**src/rtl/pipe_pkg.sv**
```systemverilog
// Shared definitions for the MEM->WB pipeline stage.
//  - WB_REGWRITE / WB_MEMTOREG : bit positions inside the write-back control field
//  - *_DEF                     : default datapath widths of the stage
//  - stage_t                   : stage payload {wb, rd, mem, alu} at the default widths.
//                                Modules with other widths declare the same layout
//                                locally from their own parameters.
//  - payload_w()               : packed width of a payload for arbitrary widths
package pipe_pkg;

    localparam int WB_REGWRITE = 0;
    localparam int WB_MEMTOREG = 1;

    localparam int XLEN_DEF = 32;
    localparam int RD_W_DEF = 5;
    localparam int WB_W_DEF = 2;

    typedef struct packed {
        logic [WB_W_DEF-1:0] wb;
        logic [RD_W_DEF-1:0] rd;
        logic [XLEN_DEF-1:0] mem;
        logic [XLEN_DEF-1:0] alu;
    } stage_t;

    function automatic int payload_w(input int xlen, input int rd_w, input int wb_w);
        return wb_w + rd_w + 2 * xlen;
    endfunction

endpackage

```
**src/rtl/mem_wb_pipe_if.sv**
```systemverilog
// Bus bundle of the MEM->WB stage.
//  Upstream side : flush, in_valid, in_ready, wb_in, rd_in, mem_in, alu_in
//  Downstream    : out_ready, out_valid, wb_out, rd_out, wr_en, wr_addr, wr_data,
//                  fwd_valid, retired
//  modport slave  : view of the pipeline stage itself
//  modport master : view of the surrounding pipeline / register file
interface mem_wb_pipe_if #(
    parameter int XLEN  = 32,
    parameter int RD_W  = 5,
    parameter int WB_W  = 2,
    parameter int CNT_W = 32
);
    logic            flush;
    logic            in_valid;
    logic            in_ready;
    logic [WB_W-1:0] wb_in;
    logic [RD_W-1:0] rd_in;
    logic [XLEN-1:0] mem_in;
    logic [XLEN-1:0] alu_in;
    logic            out_ready;
    logic            out_valid;
    logic [WB_W-1:0] wb_out;
    logic [RD_W-1:0] rd_out;
    logic            wr_en;
    logic [RD_W-1:0] wr_addr;
    logic [XLEN-1:0] wr_data;
    logic            fwd_valid;
    logic [CNT_W-1:0] retired;

    modport slave (
        input  flush, in_valid, wb_in, rd_in, mem_in, alu_in, out_ready,
        output in_ready, out_valid, wb_out, rd_out, wr_en, wr_addr, wr_data,
               fwd_valid, retired
    );

    modport master (
        output flush, in_valid, wb_in, rd_in, mem_in, alu_in, out_ready,
        input  in_ready, out_valid, wb_out, rd_out, wr_en, wr_addr, wr_data,
               fwd_valid, retired
    );
endinterface

```
**src/rtl/pipe_skid_reg.sv**
```systemverilog
// Generic 2-entry valid/ready skid buffer on a packed payload.
//  clk, rst         : clock, synchronous active-high reset
//  i_flush          : drop both entries and any incoming beat
//  i_in_valid/o_in_ready/i_in_data    : upstream handshake
//  o_out_valid/i_out_ready/o_out_data : downstream handshake (head entry)
// The head register feeds the output; the skid register catches a beat accepted
// while the head is stalled. o_in_ready depends only on the skid valid flop, so
// there is no combinational path from i_out_ready back to upstream.
module pipe_skid_reg #(
    parameter int W = 8
) (
    input  logic         clk,
    input  logic         rst,
    input  logic         i_flush,
    input  logic         i_in_valid,
    output logic         o_in_ready,
    input  logic [W-1:0] i_in_data,
    output logic         o_out_valid,
    input  logic         i_out_ready,
    output logic [W-1:0] o_out_data
);
    logic         r_h_valid;
    logic         r_s_valid;
    logic [W-1:0] r_h_data;
    logic [W-1:0] r_s_data;

    logic w_accept;
    logic w_h_load;

    assign w_accept = i_in_valid & ~r_s_valid;
    // Head may take a new beat when empty or when its beat leaves this cycle.
    assign w_h_load = ~r_h_valid | (r_h_valid & i_out_ready);

    always_ff @(posedge clk) begin
        if (rst) begin
            r_h_valid <= 1'b0;
            r_s_valid <= 1'b0;
            r_h_data  <= '0;
            r_s_data  <= '0;
        end else if (i_flush) begin
            r_h_valid <= 1'b0;
            r_s_valid <= 1'b0;
        end else if (w_h_load) begin
            if (r_s_valid) begin
                // Older skid beat goes first; upstream is stalled (in_ready=0).
                r_h_data  <= r_s_data;
                r_h_valid <= 1'b1;
                r_s_valid <= 1'b0;
            end else begin
                r_h_valid <= w_accept;
                if (w_accept) begin
                    r_h_data <= i_in_data;
                end
            end
        end else if (w_accept) begin
            r_s_data  <= i_in_data;
            r_s_valid <= 1'b1;
        end
    end

    assign o_in_ready  = ~r_s_valid;
    assign o_out_valid = r_h_valid;
    assign o_out_data  = r_h_data;
endmodule

```
**src/rtl/mem_wb_pipe.sv**
```systemverilog
// MEM->WB pipeline stage with handshake, skid buffer, flush, write-back mux,
// register-file write outputs, forwarding tap and retired-write counter.
//  clk, rst : clock, synchronous active-high reset
//  bus      : mem_wb_pipe_if slave (upstream beat, downstream regfile port)
module mem_wb_pipe
    import pipe_pkg::*;
#(
    parameter int XLEN  = 32,
    parameter int RD_W  = 5,
    parameter int WB_W  = 2,
    parameter int CNT_W = 32
) (
    input  logic           clk,
    input  logic           rst,
    mem_wb_pipe_if.slave   bus
);
    typedef struct packed {
        logic [WB_W-1:0] wb;
        logic [RD_W-1:0] rd;
        logic [XLEN-1:0] mem;
        logic [XLEN-1:0] alu;
    } payload_t;

    localparam int PW = payload_w(XLEN, RD_W, WB_W);

    payload_t         w_in_pl;
    payload_t         w_head_pl;
    logic [PW-1:0]    w_head_bits;
    logic             w_out_valid;
    logic             w_rd_nz;
    logic             w_wr_en;
    logic [CNT_W-1:0] r_retired;

    assign w_in_pl = '{wb: bus.wb_in, rd: bus.rd_in, mem: bus.mem_in, alu: bus.alu_in};

    pipe_skid_reg #(.W(PW)) u_skid (
        .clk         (clk),
        .rst         (rst),
        .i_flush     (bus.flush),
        .i_in_valid  (bus.in_valid),
        .o_in_ready  (bus.in_ready),
        .i_in_data   (w_in_pl),
        .o_out_valid (w_out_valid),
        .i_out_ready (bus.out_ready),
        .o_out_data  (w_head_bits)
    );

    assign w_head_pl = payload_t'(w_head_bits);
    assign w_rd_nz   = (w_head_pl.rd != '0);

    // r0 is hard-wired zero, so writes to it never commit. A flush or reset
    // cycle commits nothing even if the head beat is being popped.
    assign w_wr_en = w_out_valid & bus.out_ready & ~bus.flush & ~rst
                   & w_head_pl.wb[WB_REGWRITE] & w_rd_nz;

    always_ff @(posedge clk) begin
        if (rst) begin
            r_retired <= '0;
        end else if (w_wr_en) begin
            r_retired <= r_retired + CNT_W'(1);
        end
    end

    assign bus.out_valid = w_out_valid;
    assign bus.wb_out    = w_head_pl.wb;
    assign bus.rd_out    = w_head_pl.rd;
    assign bus.wr_en     = w_wr_en;
    assign bus.wr_addr   = w_head_pl.rd;
    assign bus.wr_data   = w_head_pl.wb[WB_MEMTOREG] ? w_head_pl.mem : w_head_pl.alu;
    assign bus.fwd_valid = w_out_valid & w_head_pl.wb[WB_REGWRITE] & w_rd_nz;
    assign bus.retired   = r_retired;
endmodule

```
**src/flat_wrapper.sv**
```systemverilog
// flat-port wrapper written by rule: the top's interface ports become plain ports
module mem_wb_pipe_flat import pipe_pkg::*;
#(
    parameter int XLEN  = 32,
    parameter int RD_W  = 5,
    parameter int WB_W  = 2,
    parameter int CNT_W = 32
)
  (clk, rst, bus_flush, bus_in_valid, bus_wb_in, bus_rd_in, bus_mem_in, bus_alu_in, bus_out_ready, bus_in_ready, bus_out_valid, bus_wb_out, bus_rd_out, bus_wr_en, bus_wr_addr, bus_wr_data, bus_fwd_valid, bus_retired);
  mem_wb_pipe_if #(.XLEN(XLEN), .RD_W(RD_W), .WB_W(WB_W), .CNT_W(CNT_W)) bus_i ();
  input  logic clk;
  input  logic rst;
  input wire logic [$bits(bus_i.flush)-1:0] bus_flush;
  input wire logic [$bits(bus_i.in_valid)-1:0] bus_in_valid;
  input wire logic [$bits(bus_i.wb_in)-1:0] bus_wb_in;
  input wire logic [$bits(bus_i.rd_in)-1:0] bus_rd_in;
  input wire logic [$bits(bus_i.mem_in)-1:0] bus_mem_in;
  input wire logic [$bits(bus_i.alu_in)-1:0] bus_alu_in;
  input wire logic [$bits(bus_i.out_ready)-1:0] bus_out_ready;
  output wire logic [$bits(bus_i.in_ready)-1:0] bus_in_ready;
  output wire logic [$bits(bus_i.out_valid)-1:0] bus_out_valid;
  output wire logic [$bits(bus_i.wb_out)-1:0] bus_wb_out;
  output wire logic [$bits(bus_i.rd_out)-1:0] bus_rd_out;
  output wire logic [$bits(bus_i.wr_en)-1:0] bus_wr_en;
  output wire logic [$bits(bus_i.wr_addr)-1:0] bus_wr_addr;
  output wire logic [$bits(bus_i.wr_data)-1:0] bus_wr_data;
  output wire logic [$bits(bus_i.fwd_valid)-1:0] bus_fwd_valid;
  output wire logic [$bits(bus_i.retired)-1:0] bus_retired;
  assign bus_i.flush = bus_flush;
  assign bus_i.in_valid = bus_in_valid;
  assign bus_i.wb_in = bus_wb_in;
  assign bus_i.rd_in = bus_rd_in;
  assign bus_i.mem_in = bus_mem_in;
  assign bus_i.alu_in = bus_alu_in;
  assign bus_i.out_ready = bus_out_ready;
  assign bus_in_ready = bus_i.in_ready;
  assign bus_out_valid = bus_i.out_valid;
  assign bus_wb_out = bus_i.wb_out;
  assign bus_rd_out = bus_i.rd_out;
  assign bus_wr_en = bus_i.wr_en;
  assign bus_wr_addr = bus_i.wr_addr;
  assign bus_wr_data = bus_i.wr_data;
  assign bus_fwd_valid = bus_i.fwd_valid;
  assign bus_retired = bus_i.retired;
  mem_wb_pipe #(.XLEN(XLEN), .RD_W(RD_W), .WB_W(WB_W), .CNT_W(CNT_W)) u_core (.clk(clk), .rst(rst), .bus(bus_i));
endmodule
```
**config.mk**
```make
export PLATFORM = sky130hd
export DESIGN_NAME = mem_wb_pipe_flat
export DESIGN_NICKNAME = d
export VERILOG_FILES = /design/src/rtl/pipe_pkg.sv /design/src/rtl/mem_wb_pipe_if.sv /design/src/rtl/pipe_skid_reg.sv /design/src/rtl/mem_wb_pipe.sv /design/src/flat_wrapper.sv
export SDC_FILE = /design/constraint.sdc
export NUM_CORES = 1
export LEC_CHECK = 0
export ABC_AREA = 1
export BUFFER_PORTS_ARGS = -buffer_cell sky130_fd_sc_hd__clkbuf_2
export CORE_ASPECT_RATIO = 1.4
export CORE_MARGIN = 3
export CORE_UTILIZATION = 37
export CTS_BUF_LIST = sky130_fd_sc_hd__clkbuf_2
export CTS_CLUSTER_DIAMETER = 60
export DETAILED_ROUTE_END_ITERATION = 10
export GPL_TIMING_DRIVEN = 0
export SLEW_MARGIN = 0
export SYNTH_ARGS = -nofsm -noshare
export SYNTH_HDL_FRONTEND = slang
export SYNTH_SLANG_ARGS = --single-unit
```
**constraint.sdc**
```tcl
create_clock -name clk -period 2.35 [get_ports clk]
set_input_delay 0.47 -clock clk [delete_from_list [all_inputs] [get_ports clk]]
set_output_delay 0.47 -clock clk [all_outputs]
set_load 0.05 [all_outputs]
```
==> reports/metrics.sh <==
HOLD_VIOL_FINAL=0
GPL.FINAL_WEIGHTED_CONGESTION=0.8888
CLKPWRFRAC=0.278
FINAL_MIN_PERIOD_OVER_CLOCK_PERIOD=0.9811
DIE_X_UM=131.6
HOLD_PATH.CLASS='primary input to flop'
FINALMAXSLEWVIOLATIONS=0
PORTBUFFERS=155
POSTSYNTHREGISTERBITS=176
GROUTE.LAYER.MET3.USAGE=0.03575
TRITONCTS.NUM_BUFFERS=17
DRT_FIRST_PASS_ITERS=5
YOSYS-TOP-CELLS-COUNT='sky130_fd_sc_hd__nand2_1 (270), sky130_fd_sc_hd__o21ai_0 (197), sky130_fd_sc_hd__dfxtp_1 (176), sky130_fd_sc_hd__nor2_1 (146), sky130_fd_sc_hd__inv_1 (142)'
MAXCAPVIOLATIONS=0
CP_MAX_FO=7
POWER_SWITCHING_mW=1.875
RRSETUPSLACK_PS=610
P_TOTAL_mW=5.967
CLOCK_SKEW_PS=27.73
POST-ROUTE-UTIL=0.5225
FP.DIEAREA_UM2=23920
GRT_MAX_DEGREE=17
TRITONCTS='yes'
DETAIL_ROUTED_NET_LENGTH_PER_STANDARD_CELL_UM=14.34
ROOT_DRIVER='sky130_fd_sc_hd__clkbuf_2'
SYNTH.LIB_CELLS_USED.DISTINCT=30
LAYOUT_CELLS_SIZED_ABOVE_1=0.2190
CLOCK_SINK_COUNT=176
DETAIL_ROUTE.DRC_VIOLATIONS=0
TIMING.RR.END='u_core.bus.retired[26]'
GRT_ANTENNA_BEFORE_REPAIR=1
CELLINTERNALPOWER_mW=4.092
GRT_USE_MET1=0.2452
TIMING_WORST_SLEW_PIN_VALUE_PS=754.9
CTS_HTREE_LEVELS=4
NETLIST.TOP_CELL.BY_AREA='sky130_fd_sc_hd__dfxtp_1'
CLOCKBUFFERDEPTH=2
FIN_NETS=1557
FP.DIEH_UM=181.8
RSZ0062_AT_GRT='true'
CELL_AREA_AFTER_SYNTHESIS_UM2=8168
DETAILED_PLACE_HPWL_MM=18.23
WORST-ENDPOINT-ARRIVAL_PS=1840
SYN_AVG_CELL_AREA_UM2=6.706
RUN_STATUS='complete, no violations'
CRITPATHSLOWESTCELL='sky130_fd_sc_hd__dfxtp_4'
WIRE_LENGTH_OF_THE_FIRST_GLOBAL_ROUTING_PASS_MM=40.16
TOP_USAGE_LAYER='met2'
SETUP_VIOLATIONS=0
START_UTIL=0.3810
POSTSYNTHCELLCOUNT=1218
REMAINING_GLOBAL_ROUTE_OVERFLOW=0
FLOORPLAN.CORE_AREA_UM2=21440
YS_DOMINANT_REG_CELL='sky130_fd_sc_hd__dfxtp_1'
VIA_COUNT_OF_THE_FIRST_GLOBAL_ROUTING_PASS=8020
CRITICAL_PATH.REG2REG.STARTPOINT='u_core.bus.retired[0]'
POWER.DENSITY_CELL_AREA_nW_PER_UM2=532.6
SWITCHING_SHARE=0.3142
DETAILROUTE.VIA_COUNT=8494
PATH_COMMON_CELL='sky130_fd_sc_hd__clkbuf_16'
STARTPOINT='u_core.u_skid.o_out_data[70]'
FINISH.CELL_COUNT_WITHOUT_FILLERS=1787
CRIT_REQUIRED_PS=1880
SETUP_TOTAL_NEGATIVE_SLACK_PS=0
GRT.TOTAL_USAGE=0.2057
PATH_CELLS='clkbuf_16 -> clkbuf_16 -> o21ai_4 -> buf_8'
CRIT_PATH_END='bus_wr_data[30]'
R2R_CELLS=10
CRITPATHLAUNCHTYPE='flop'
SYNTH.TOP_CELL.AREA_SHARE=0.4314
CPPEAKSTAGEDELAY_PS=420
YS.WARNINGS.COUNT=0
FIN_AREA_UM2=11200
NUMPLACEDINSTANCES=1665
STATIC-LEAKAGE-POWER_nW=4.855
ENDPOINT_KIND='output port'
ROUTED_VIA_DENSITY=4.753
PLACEMENT_ROWS=63
ROUTED_WL_MM=25.63
CLK-INSERTION-DELAY-LATE_PS=740
PLACEMENT.CELL_AREA_UM2=9309
COMB_POWER_SHARE=0.195
SYNTHTOPCELLSBYAREA='sky130_fd_sc_hd__dfxtp_1 (43%), sky130_fd_sc_hd__nand2_1 (12%), sky130_fd_sc_hd__o21ai_0 (12%), sky130_fd_sc_hd__a21oi_1 (7.1%), sky130_fd_sc_hd__nor2_1 (6.7%)'
WORSTSETUPPATHTYPE='flop to output port'
MAX_FREQ_MHz=433.7
YOSYSSEQAREASHARE=0.4314
SYN_NETS=1295
IOS=156
ANTENNA_LEFT=0
POWER_FRAC_SEQ=0.527
TIMING.FINAL.CRIT_PERIOD_PS=2306
VDD_IR_DROP_MAX_mV=0.2758
WORST_SETUP_HOLD_PATH_CLK_SLEW_PS=260
AREA.GROWTH.SYNTH_TO_FINAL_PCT=37.16
DRT_INITIAL_VIOLATIONS=465
YOSYSMOSTFREQUENTCELL='sky130_fd_sc_hd__nand2_1'
USE_MET2=0.3749
SLEW-LIMIT-HEADROOM=0.4967
NUMBER_OF_ENABLE_TYPE_REGISTER_CELLS_IN_THE_SYNTHESIZED_NETLIST=0
SYNTH-ASYNC-RESET-RATIO=0
## power by group through the flow
stage               Combinational, mW  Sequential, mW  Clock [mW]
floorplan                       0.559            3.19           0
global placement                0.817            3.20           0
detailed placement              0.821            3.20           0
CTS                              1.05            3.14        1.72
global route                     1.26            3.16        1.82
finish                           1.16            3.15        1.66
## final cells by class
class	count	area, µm²
fillers	2207	10240
multi-input cells	809	3958
flip-flops and latches	176	3538
repair buffers	245	1987
plain buffers	85	553.0
inverters	146	550.5
well taps	292	365.4
clock inverters	14	156.4
clock buffers	18	90.09
diodes	2	5.005
## cell families (layout without fill, tap and decap cells)
logic type | after synthesis | count (layout) | synth area share
AOI/OAI and AO/OA | 328 | 328 | 0.2024
buffers and inverters | 233 | 508 | 0.1230
and+or+nand+nor | 478 | 478 | 0.2396
DFF | 176 | 176 | 0.4314
xor gates and xnor gates | 2 | 2 | 0.002145
adders and majority gates | 1 | 1 | 0.001532
other | 0 | 2 | 0
## metal layers
metal  vias up  wire length, µm
met3        34             1028
met4         0              491
met1      3880            10860
met5         -                0
met2       205            13250
li1       4375                -
## worst min path at each step
stage | cells past startpoint | start | to
2_1_floorplan | 2 | u_core.u_skid.o_out_data[32] | u_core.u_skid.o_out_data[32]
3_3_place_gp | 2 | u_core.u_skid.o_out_data[32] | u_core.u_skid.o_out_data[32]
3_5_place_dp | 2 | u_core.u_skid.o_out_data[45] | u_core.u_skid.o_out_data[45]
4_1_cts | 7 | bus_out_ready | u_core.bus.retired[6]
5_1_grt | 3 | rst | u_core.bus.retired[10]
6_report | 7 | bus_out_ready | u_core.bus.retired[6]
## critical path, delay by kind of cell, from the launching register on
kind | cells | cell delay (ps)
AO/OA/AOI/OAI | 1 | 160
buffers and inverters | 3 | 520
flip-flops | 1 | 420
## metrics by stage
| stage | hold slack (ps) | worst slack, ps |
|---|---|---|
| 2_1_floorplan | 423.7 | 109.0 |
| 3_3_place_gp | 433.4 | 79.22 |
| 3_5_place_dp | 437.0 | 46.47 |
| 4_1_cts | 189.1 | -72.42 |
| 5_1_grt | 234.4 | -81.84 |
| 6_report | 256.9 | 44.35 |
## state kept, by name, summed over array words and instances, names as in the netlist
| register | count |
|---|---|
| u_core.u_skid.r_s_data | 71 |
| u_core.u_skid.o_out_data | 71 |
| u_core.u_skid.r_s_valid | 1 |
| u_core.u_skid.o_out_valid | 1 |
| u_core.bus.retired | 32 |
## layout by cell type, fill, tap and decap left out, drive strengths merged
cell / count
a21oi: 116
a31oi: 1
and3: 1
buf: 94
bufinv: 2
clkbuf: 178
clkinv: 5
clkinvlp: 2
dfxtp: 176
diode: 2
dlygate4sd3: 76
ha: 1
inv: 151
nand2: 272
nand3: 28
nand4: 9
nor2: 158
nor3: 8
o21a: 3
o21ai: 207
o21bai: 1
or2: 2
xnor2: 1
xor2: 1
## repair_timing
item / CTS / global route
hold buffers: 76 / 0
pin swaps: 1 / 15
resized for setup: 151 / 94
gates cloned: 0 / 3
setup endpoints to repair: 35 / 35
setup buffers: 5 / 6
hold endpoints to repair: 74 / 0
Power figures use the tool's default switching activity.
